--- config.mk ---
export PLATFORM = sky130hd
export DESIGN_NAME = hex_ring_anim_ctrl
export DESIGN_NICKNAME = d
export VERILOG_FILES = /design/src/rtl/hex_anim_pkg.sv /design/src/rtl/step_prescaler.sv /design/src/rtl/hex_ring_anim_ctrl.sv
export SDC_FILE = /design/constraint.sdc
export NUM_CORES = 1
export LEC_CHECK = 0
export BUFFER_PORTS_ARGS = -buffer_cell sky130_fd_sc_hd__buf_4
export CORE_MARGIN = 2
export CORE_UTILIZATION = 54
export DETAILED_ROUTE_END_ITERATION = 16
export PLACE_DENSITY = 0.79
export REMOVE_ABC_BUFFERS = 1
export SLEW_MARGIN = 15
export SYNTH_ARGS = -nofsm -noshare
export SYNTH_HDL_FRONTEND = slang
export SYNTH_SLANG_ARGS = --single-unit
--- constraint.sdc ---
create_clock -name clk -period 4 [get_ports clk]
set_input_delay 0.8 -clock clk [delete_from_list [all_inputs] [get_ports clk]]
set_output_delay 0.8 -clock clk [all_outputs]
set_load 0.05 [all_outputs]
--- src/rtl/hex_anim_pkg.sv ---
`default_nettype none
// ============================================================================
// Module   : hex_anim_pkg
// Brief    : Shared state encoding, segment indices and helpers for the
//            HEX ring animation controller.
// Revision : 1.0 - initial release
// ============================================================================
package hex_anim_pkg;

    typedef enum logic [1:0] {
        IDLE  = 2'd0,
        RUN   = 2'd1,
        PAUSE = 2'd2
    } state_t;

    localparam logic [2:0] SEG_A = 3'd0;
    localparam logic [2:0] SEG_B = 3'd1;
    localparam logic [2:0] SEG_C = 3'd2;
    localparam logic [2:0] SEG_D = 3'd3;
    localparam logic [2:0] SEG_E = 3'd4;
    localparam logic [2:0] SEG_F = 3'd5;
    localparam logic [2:0] SEG_G = 3'd6;

    localparam logic [6:0] BLANK = 7'h7F;

    // Location of one lit segment on the ring: which digit and which segment.
    typedef struct packed {
        logic [2:0] digit;
        logic [2:0] seg;
    } seg_loc_t;

    function automatic logic [6:0] seg_mask(input logic [2:0] seg);
        seg_mask = 7'b000_0001 << seg;
    endfunction

endpackage
`default_nettype wire

--- src/rtl/step_prescaler.sv ---
`default_nettype none
// ============================================================================
// Module   : step_prescaler
// Brief    : Divides clk down to a one-cycle animation step tick every DIV
//            enabled cycles; holds its count while disabled.
// Revision : 1.0 - initial release
// ============================================================================
module step_prescaler #(
    parameter int DIV = 50_000_000
) (
    input  logic clk,
    input  logic reset,
    input  logic en,
    input  logic clr,
    output logic tick
);

    localparam int             c_CW  = $clog2(DIV);
    localparam logic [c_CW-1:0] c_TOP = c_CW'(DIV - 1);

    logic [c_CW-1:0] r_cnt;

    always_ff @(posedge clk) begin
        if (reset || clr) begin
            r_cnt <= '0;
        end else if (en) begin
            r_cnt <= (r_cnt == c_TOP) ? '0 : r_cnt + 1'b1;
        end
    end

    assign tick = en && (r_cnt == c_TOP);

endmodule
`default_nettype wire

--- src/rtl/hex_ring_anim_ctrl.sv ---
`default_nettype none
// ============================================================================
// Module   : hex_ring_anim_ctrl
// Brief    : Running-segment animation around the outer ring of NUM_DIG
//            active-low 7-segment digits, with start/pause/stop control.
//            Optional macro HEX_TRAIL_EN also lights the trailing segment.
// Revision : 1.0 - initial release
// ============================================================================
module hex_ring_anim_ctrl
    import hex_anim_pkg::*;
#(
    parameter int NUM_DIG = 4,
    parameter int DIV     = 50_000_000
) (
    input  logic                              clk,
    input  logic                              reset,
    input  logic                              start,
    input  logic                              stop,
    input  logic                              dir,
    output logic [7*NUM_DIG-1:0]              segs,
    output logic                              running,
    output logic [$clog2(2*NUM_DIG+4)-1:0]    pos,
    output logic                              lap
);

    localparam int              c_L      = 2*NUM_DIG + 4;
    localparam int              c_PW     = $clog2(c_L);
    localparam logic [c_PW-1:0] c_LAST   = c_PW'(c_L - 1);
    localparam logic [c_PW-1:0] c_N      = c_PW'(NUM_DIG);
    localparam logic [c_PW-1:0] c_N_M1   = c_PW'(NUM_DIG - 1);
    localparam logic [c_PW-1:0] c_P_C    = c_PW'(NUM_DIG + 1);
    localparam logic [c_PW-1:0] c_P_DEND = c_PW'(2*NUM_DIG + 1);
    localparam logic [c_PW-1:0] c_P_E    = c_PW'(2*NUM_DIG + 2);

    state_t            r_state, w_state_nxt;
    logic [c_PW-1:0]   r_pos, w_pos_nxt;
    logic              r_lap, w_lap_nxt;
    logic              r_start_d, r_stop_d;
    logic              w_start_rise, w_stop_rise;
    logic              w_tick, w_presc_en, w_presc_clr;
    logic [c_PW-1:0]   w_pos_fwd, w_pos_bwd;
    seg_loc_t          w_head;

    assign w_start_rise = start & ~r_start_d;
    assign w_stop_rise  = stop  & ~r_stop_d;

    assign w_pos_fwd = (r_pos == c_LAST) ? '0 : r_pos + 1'b1;
    assign w_pos_bwd = (r_pos == '0) ? c_LAST : r_pos - 1'b1;

    assign w_presc_en  = (r_state == RUN);
    assign w_presc_clr = (r_state == IDLE);

    step_prescaler #(
        .DIV   (DIV)
    ) u_prescaler (
        .clk   (clk),
        .reset (reset),
        .en    (w_presc_en),
        .clr   (w_presc_clr),
        .tick  (w_tick)
    );

    always_ff @(posedge clk) begin
        if (reset) begin
            r_state   <= IDLE;
            r_pos     <= '0;
            r_lap     <= 1'b0;
            r_start_d <= 1'b0;
            r_stop_d  <= 1'b0;
        end else begin
            r_state   <= w_state_nxt;
            r_pos     <= w_pos_nxt;
            r_lap     <= w_lap_nxt;
            r_start_d <= start;
            r_stop_d  <= stop;
        end
    end

    // Stop is checked first everywhere so it wins over a simultaneous start.
    always_comb begin
        w_state_nxt = r_state;
        w_pos_nxt   = r_pos;
        w_lap_nxt   = 1'b0;
        case (r_state)
            IDLE: begin
                if (!w_stop_rise && w_start_rise) begin
                    w_state_nxt = RUN;
                    w_pos_nxt   = '0;
                end
            end
            RUN: begin
                if (w_tick) begin
                    w_pos_nxt = dir ? w_pos_bwd : w_pos_fwd;
                    w_lap_nxt = dir ? (r_pos == '0) : (r_pos == c_LAST);
                end
                if (w_stop_rise) begin
                    w_state_nxt = PAUSE;
                end
            end
            PAUSE: begin
                if (w_stop_rise) begin
                    w_state_nxt = IDLE;
                    w_pos_nxt   = '0;
                end else if (w_start_rise) begin
                    w_state_nxt = RUN;
                end
            end
            default: begin
                w_state_nxt = IDLE;
                w_pos_nxt   = '0;
            end
        endcase
    end

    // Ring walk: top edge left-to-right, down the right digit, bottom edge
    // right-to-left, then up the left digit.
    function automatic seg_loc_t decode(input logic [c_PW-1:0] p);
        seg_loc_t        loc;
        logic [c_PW-1:0] t;
        t = '0;
        if (p < c_N) begin
            t = p;
            loc.seg = SEG_A;
        end else if (p == c_N) begin
            t = c_N_M1;
            loc.seg = SEG_B;
        end else if (p == c_P_C) begin
            t = c_N_M1;
            loc.seg = SEG_C;
        end else if (p <= c_P_DEND) begin
            t = c_P_DEND - p;
            loc.seg = SEG_D;
        end else if (p == c_P_E) begin
            loc.seg = SEG_E;
        end else begin
            loc.seg = SEG_F;
        end
        loc.digit = 3'(t);
        return loc;
    endfunction

    assign w_head = decode(r_pos);

`ifdef HEX_TRAIL_EN
    logic [c_PW-1:0] w_trail_pos;
    seg_loc_t        w_trail;
    assign w_trail_pos = dir ? w_pos_fwd : w_pos_bwd;
    assign w_trail     = decode(w_trail_pos);
`endif

    for (genvar k = 0; k < NUM_DIG; k++) begin : g_digit
        localparam logic [2:0] c_K = 3'(k);
        logic [6:0] w_dig;
        always_comb begin
            w_dig = BLANK;
            if (r_state != IDLE) begin
                if (w_head.digit == c_K) begin
                    w_dig = w_dig & ~seg_mask(w_head.seg);
                end
`ifdef HEX_TRAIL_EN
                if (w_trail.digit == c_K) begin
                    w_dig = w_dig & ~seg_mask(w_trail.seg);
                end
`endif
            end
        end
        assign segs[7*k +: 7] = w_dig;
    end

    assign running = (r_state == RUN);
    assign pos     = r_pos;
    assign lap     = r_lap;

endmodule
`default_nettype wire
## Word level (Yosys, flattened, before mapping)

Index checks and enable logic that the tools add are counted.

- Register bits: 35
- Bits of input ports: 5
- Output and inout port bits: 34
- Word-level logic and storage cells: 77

- Add/sub/neg operators: 4
- $lt $le $gt $ge: 2
- Multiplexer cells: 31
- Bitwise logic cells: 7
- Equality and inequality tests: 15
- Shifts and indexed selects: 1
- Reduce and logical (&&, ||, !) cells: 11

Operator list:

| operator | count |
|---|---|
| 7-bit 2-to-1 mux | 8 |
| 26-bit by 1-bit adder with 26-bit output, second input constant | 1 |
| 26-bit == test, second input constant | 1 |
| 26-bit 2-to-1 mux | 1 |
| 3-bit 2-to-1 mux | 8 |
| 4-bit 2-to-1 mux | 6 |
| 4-bit case mux with 3 select lines | 1 |
| 4-bit by 3-bit == test with 1-bit output, second input constant | 2 |
| 4-bit == test, second input constant | 2 |
| 2-bit 2-to-1 mux | 4 |
| 2-bit != test, second input constant | 4 |
| 7-bit inverter | 1 |
| 1-bit by 3-bit left shift with 7-bit output, first input constant | 1 |
| 3-bit by 2-bit == test with 1-bit output, second input constant | 2 |
| 2-bit case mux with 3 select lines | 1 |
| 3-bit AND reduction | 2 |
| 4-bit by 1-bit adder with 4-bit output, second input constant | 1 |
| 4-bit less-or-equal comparator, second input constant | 1 |
| 4-bit logical NOT | 1 |
| 4-bit by 3-bit less-than comparator with 1-bit output, second input constant | 1 |
| 1-bit inverter | 4 |
| 4-bit by 1-bit subtractor with 4-bit output, second input constant | 1 |
| 3-bit by 1-bit == test with 1-bit output, second input constant | 1 |
| 3-bit logical NOT | 1 |
| 12 further kinds | 15 |

## Longest topological paths before layout

- Depth in word-level cells: 10
- Gate-level depth with buffers: 8
- Gate-level depth less buffers: 7

## By module

From an unflattened synthesis, not the netlist that was laid out.

- Cell total of the unflattened synthesis: 284
- Area total of the unflattened synthesis: 2331.0 µm²

Modules (own cells, without submodules):

| module | seq. area each (µm²) | instances | cells an instance | area each (µm²) |
|---|---|---|---|---|
| step_prescaler | 520.5 | 1 | 161 | 1338.8 |
| hex_ring_anim_ctrl | 180.2 | 1 | 123 | 992.2 |

## Worst setup path after synthesis

OpenSTA, ideal clock, no wires.

- Path type: flip-flop to output port
- From: reg r_pos[1], in the netlist pos[1]
- To: out segs[22]
- Path slack: 0.680 ns
- Data required time: 3.200 ns
- Stages on the path, launching flop included: 8
- Arrival time: 2.520 ns
- Buffers on the path: 0
- Cells stage by stage: dfxtp_1 > inv_1 > ha_1 > nor2_1 > o32ai_1 > a21oi_1 > nor2b_1 > nand4b_1

- Cells in the longest elaborated chain, start to end: 10
- Elaborated cells between the ends (all ways): 20
- Classes of those cells: 1 x add/sub; 2 x order compare; 4 x eq/ne; 1 x shift; 11 x mux; 1 x bitwise

Ends and longest elaborated chain:

| what | RTL line | text |
|---|---|---|
| start: declaration | hex_ring_anim_ctrl.sv:36 | `logic [c_PW-1:0] r_pos, w_pos_nxt;` |
| start signal: assignment | hex_ring_anim_ctrl.sv:72 | `r_pos <= w_pos_nxt;` |
| parallel branches: the longest is 8 deep, another holds 4-bit less-or-equal comparator | - |  |
| 7-bit 2-to-1 mux (*) | hex_ring_anim_ctrl.sv:157 | `if (w_head.digit == c_K) begin` |
| 7-bit 2-to-1 mux (*) | hex_ring_anim_ctrl.sv:156 | `if (r_state != IDLE) begin` |
| end: declaration | hex_ring_anim_ctrl.sv:20 | `output logic [7*NUM_DIG-1:0] segs,` |

Every way passes the cells marked *.

## Final worst setup path

Same ends and word-level chain as after synthesis.

==> impl_metrics.yaml <==
status:
  status: "complete, no violations"
pwr:
  p_per_area_nw_per_um2: 295
  vdd_drop_max_mv: 0.153
  leakagePower_nw: 0.830
worst_setup_path:
  setup.worst_path.end_class: "output pin"
  cp_num_buf_inv: 2
  max_stage_delay_ps: 520
  crit_arrival_ps: 2580
  crit_path_max_fanout: 9
  r2r_slack_ps: 1450
  slowest_stage: "dfxtp_1"
  crit_chain: "inv_1 > ha_1 > nor2_1 > o32ai_1 > a21oi_1 > nor2b_1 > nand4b_1 > buf_4"
  worst-setup-path-type: "flip-flop to output pin"
  start_kind: "flip-flop"
  cp_top_family: "simple AND/OR/NAND/NOR gates"
  crit_required_ps: 3200
routing:
  viasPerCell: 5.44
  totalWireLength_um: 4330
  drt_pass1_iterations: 4
  wire_per_inst_um: 13.1
  ant_nets: 0
  remaining_drc_errors: 0
  num_vias: 1802
  drt_first_iter_violations: 57
synth:
  synth_seq_cells: 35
  synthTopCellsByArea: "dfxtp_1 (32%), xnor2_1 (6.8%), nor2_1 (6.7%)"
  postSynth.asyncResetShare: 0
  synth_area_um2: 2180
  ys_seq_area_frac: 0.322
  synth_edf_count: 0
  synth_ff_type: "dfxtp_1"
  synth_cell_types: 51
  synthCells: 261
  synth_area_per_cell_um2: 8.34
  yosys_warnings: 0
  netlist.top_cell.by_area: "dfxtp_1"
  synth_top_cell_area_share: 0.322
global_route:
  grt_pass1_vias: 1738
  antenna_found_initial: 0
  grt_first_pass_wirelength_um: 7530
  grt_use_total: 0.215
  overflow: 0
  grt_max_degree: 22
  grt_use_met2: 0.368
  use_met1: 0.258
  grt_busiest_layer: "met2"
  met3_usage: 0.0500
sta:
  hold_violations: 0
  slew_headroom: 0.534
  fin_skew_ps: 2.55
  rsz0062_at_grt: "no"
  setup_viol: 0
  fmax_mhz: 296
  fin_crit_sh: 0.845
  worstMarginPinSlew_ps: 699
  setup-tns-final_ps: 0
  whs_ps: 521
  slew_viol_final: 0
  final.min_clock_period_ps: 3380
clock_tree:
  cts_sinks: 35
  path_clk_slew_ps: 70
  clockBufferDepth: 2
  cts_tree: "yes"
  holdBufCountCts: 0
  clock-root-buffer: "clkbuf_8"
  htree_levels: 2
  cts_resized: 0
  clkLatencyLatePin_ps: 290
  numCtsBuffers: 5
  post-cts-setup-buffers: 0
final_layout:
  syn_to_final_growth_pct: 10.2
  final_common_cell: "nor2_1"
  drive_gt1_frac: 0.164
  nets: 294
  fillers: 345
  diodes: 0
  layout_common_cells: "nor2_1 (39), dfxtp_1 (35), nand2_1 (22), buf_4 (22), xnor2_1 (17)"
place:
  gp_congestion: 0.841
  hpwlAfterDp_um: 3160
  io_buffers: 22
run:
  max_cap_violations: 0
floorplan:
  io_pins: 39
  start_util: 0.552
  core_area_um2: 3940
  die_width_um: 67.5
  die_h_um: 67.5
  die-area_um2: 4550
  core.rowCount: 23
hold_path:
  min-delay-path-class: "flip-flop to flip-flop"
## cells in the mapped netlist (2+ instances only)
cell type,n
clkbuf_1,6
mux2i_1,2
nor4_4,2
o211ai_1,3
nor4b_1,2
nand2_1,22
xnor2_1,17
inv_1,4
or3_1,2
a21oi_1,7
nand3_2,2
nor2_2,2
xor2_1,6
nor4_1,3
buf_4,17
o21ai_0,4
and2_1,2
a31oi_1,2
o2bb2ai_1,2
nor4_2,3
nor2_1,39
or4_4,2
or2_2,2
o31ai_1,2
dfxtp_1,35
nand3b_1,2
nand3_1,9
nor3_1,10
ha_1,9
nand4_1,9
nand2b_1,5
nor2b_1,8
## routing by layer
metal  wire, µm  share of wire
met5          0              0
met4         72          0.017
met3        186          0.043
met2       2080           0.48
met1       1990           0.46
## report_power, final
| group | total [mW] | internal [mW] | switching, mW |
|---|---|---|---|
| Sequential | 0.352 | 0.350 | 0.00204 |
| Combinational | 0.0687 | 0.0124 | 0.0563 |
| Clock | 0.287 | 0.157 | 0.131 |
| Total | 0.708 | 0.519 | 0.189 |
## worst reg2reg max path, cell delays in order (launching register included)
cell and delay, ps:
dfxtp_1 450, nor4b_1 360, nand4_1 340, nor4_4 500, a21o_1 640, nor2_1 130
## logic make-up after synthesis
family,after synthesis,share of synthesized area
compound gates,29,0.0909
xor+xnor,23,0.0926
fa+ha+maj,9,0.0518
buf+inv,29,0.0834
flops,35,0.322
mux,3,0.0144
other cells,1,0.00172
simple gates,132,0.343
## final timing paths
kind | to | cells past startpoint | startpoint
worst min-delay path | u_prescaler.r_cnt[1] | 2 | u_prescaler.r_cnt[1]
worst max-delay path | segs[22] | 8 | pos[1]
worst max register to register | u_prescaler.r_cnt[11] | 5 | u_prescaler.r_cnt[15]
worst min register to register | u_prescaler.r_cnt[1] | 2 | u_prescaler.r_cnt[1]
## area by class of cell
cell class                 instances  area, µm²  area share
sequential                        35        701       0.292
clock inverter                     1       7.51     0.00313
multi-input combinational        212       1350       0.563
timing repair buffer              22        165      0.0689
inverter                           4       15.0     0.00626
tap                               50       62.6      0.0261
clock buffer                       7       96.3      0.0402
## through the flow
step / util / instances / setup WS [ps] / instance area (µm²) / power (mW)
finish: 0.608 / 331 / 622 / 2400 / 0.708
global route: 0.608 / 331 / 428 / 2400 / 0.737
CTS: 0.608 / 331 / 675 / 2400 / 0.712
detailed placement: 0.582 / 323 / 1000 / 2290 / 0.428
global placement: 0.582 / 323 / 1110 / 2290 / 0.428
floorplan: - / 251 / 680 / 2070 / 0.416
## registers in the layout, summed over array words and instances (netlist names)
| name | count |
|---|---|
| lap | 1 |
| pos | 4 |
| r_start_d | 1 |
| r_state | 2 |
| r_stop_d | 1 |
| u_prescaler.r_cnt | 26 |
Power figures use the tool's default switching activity.
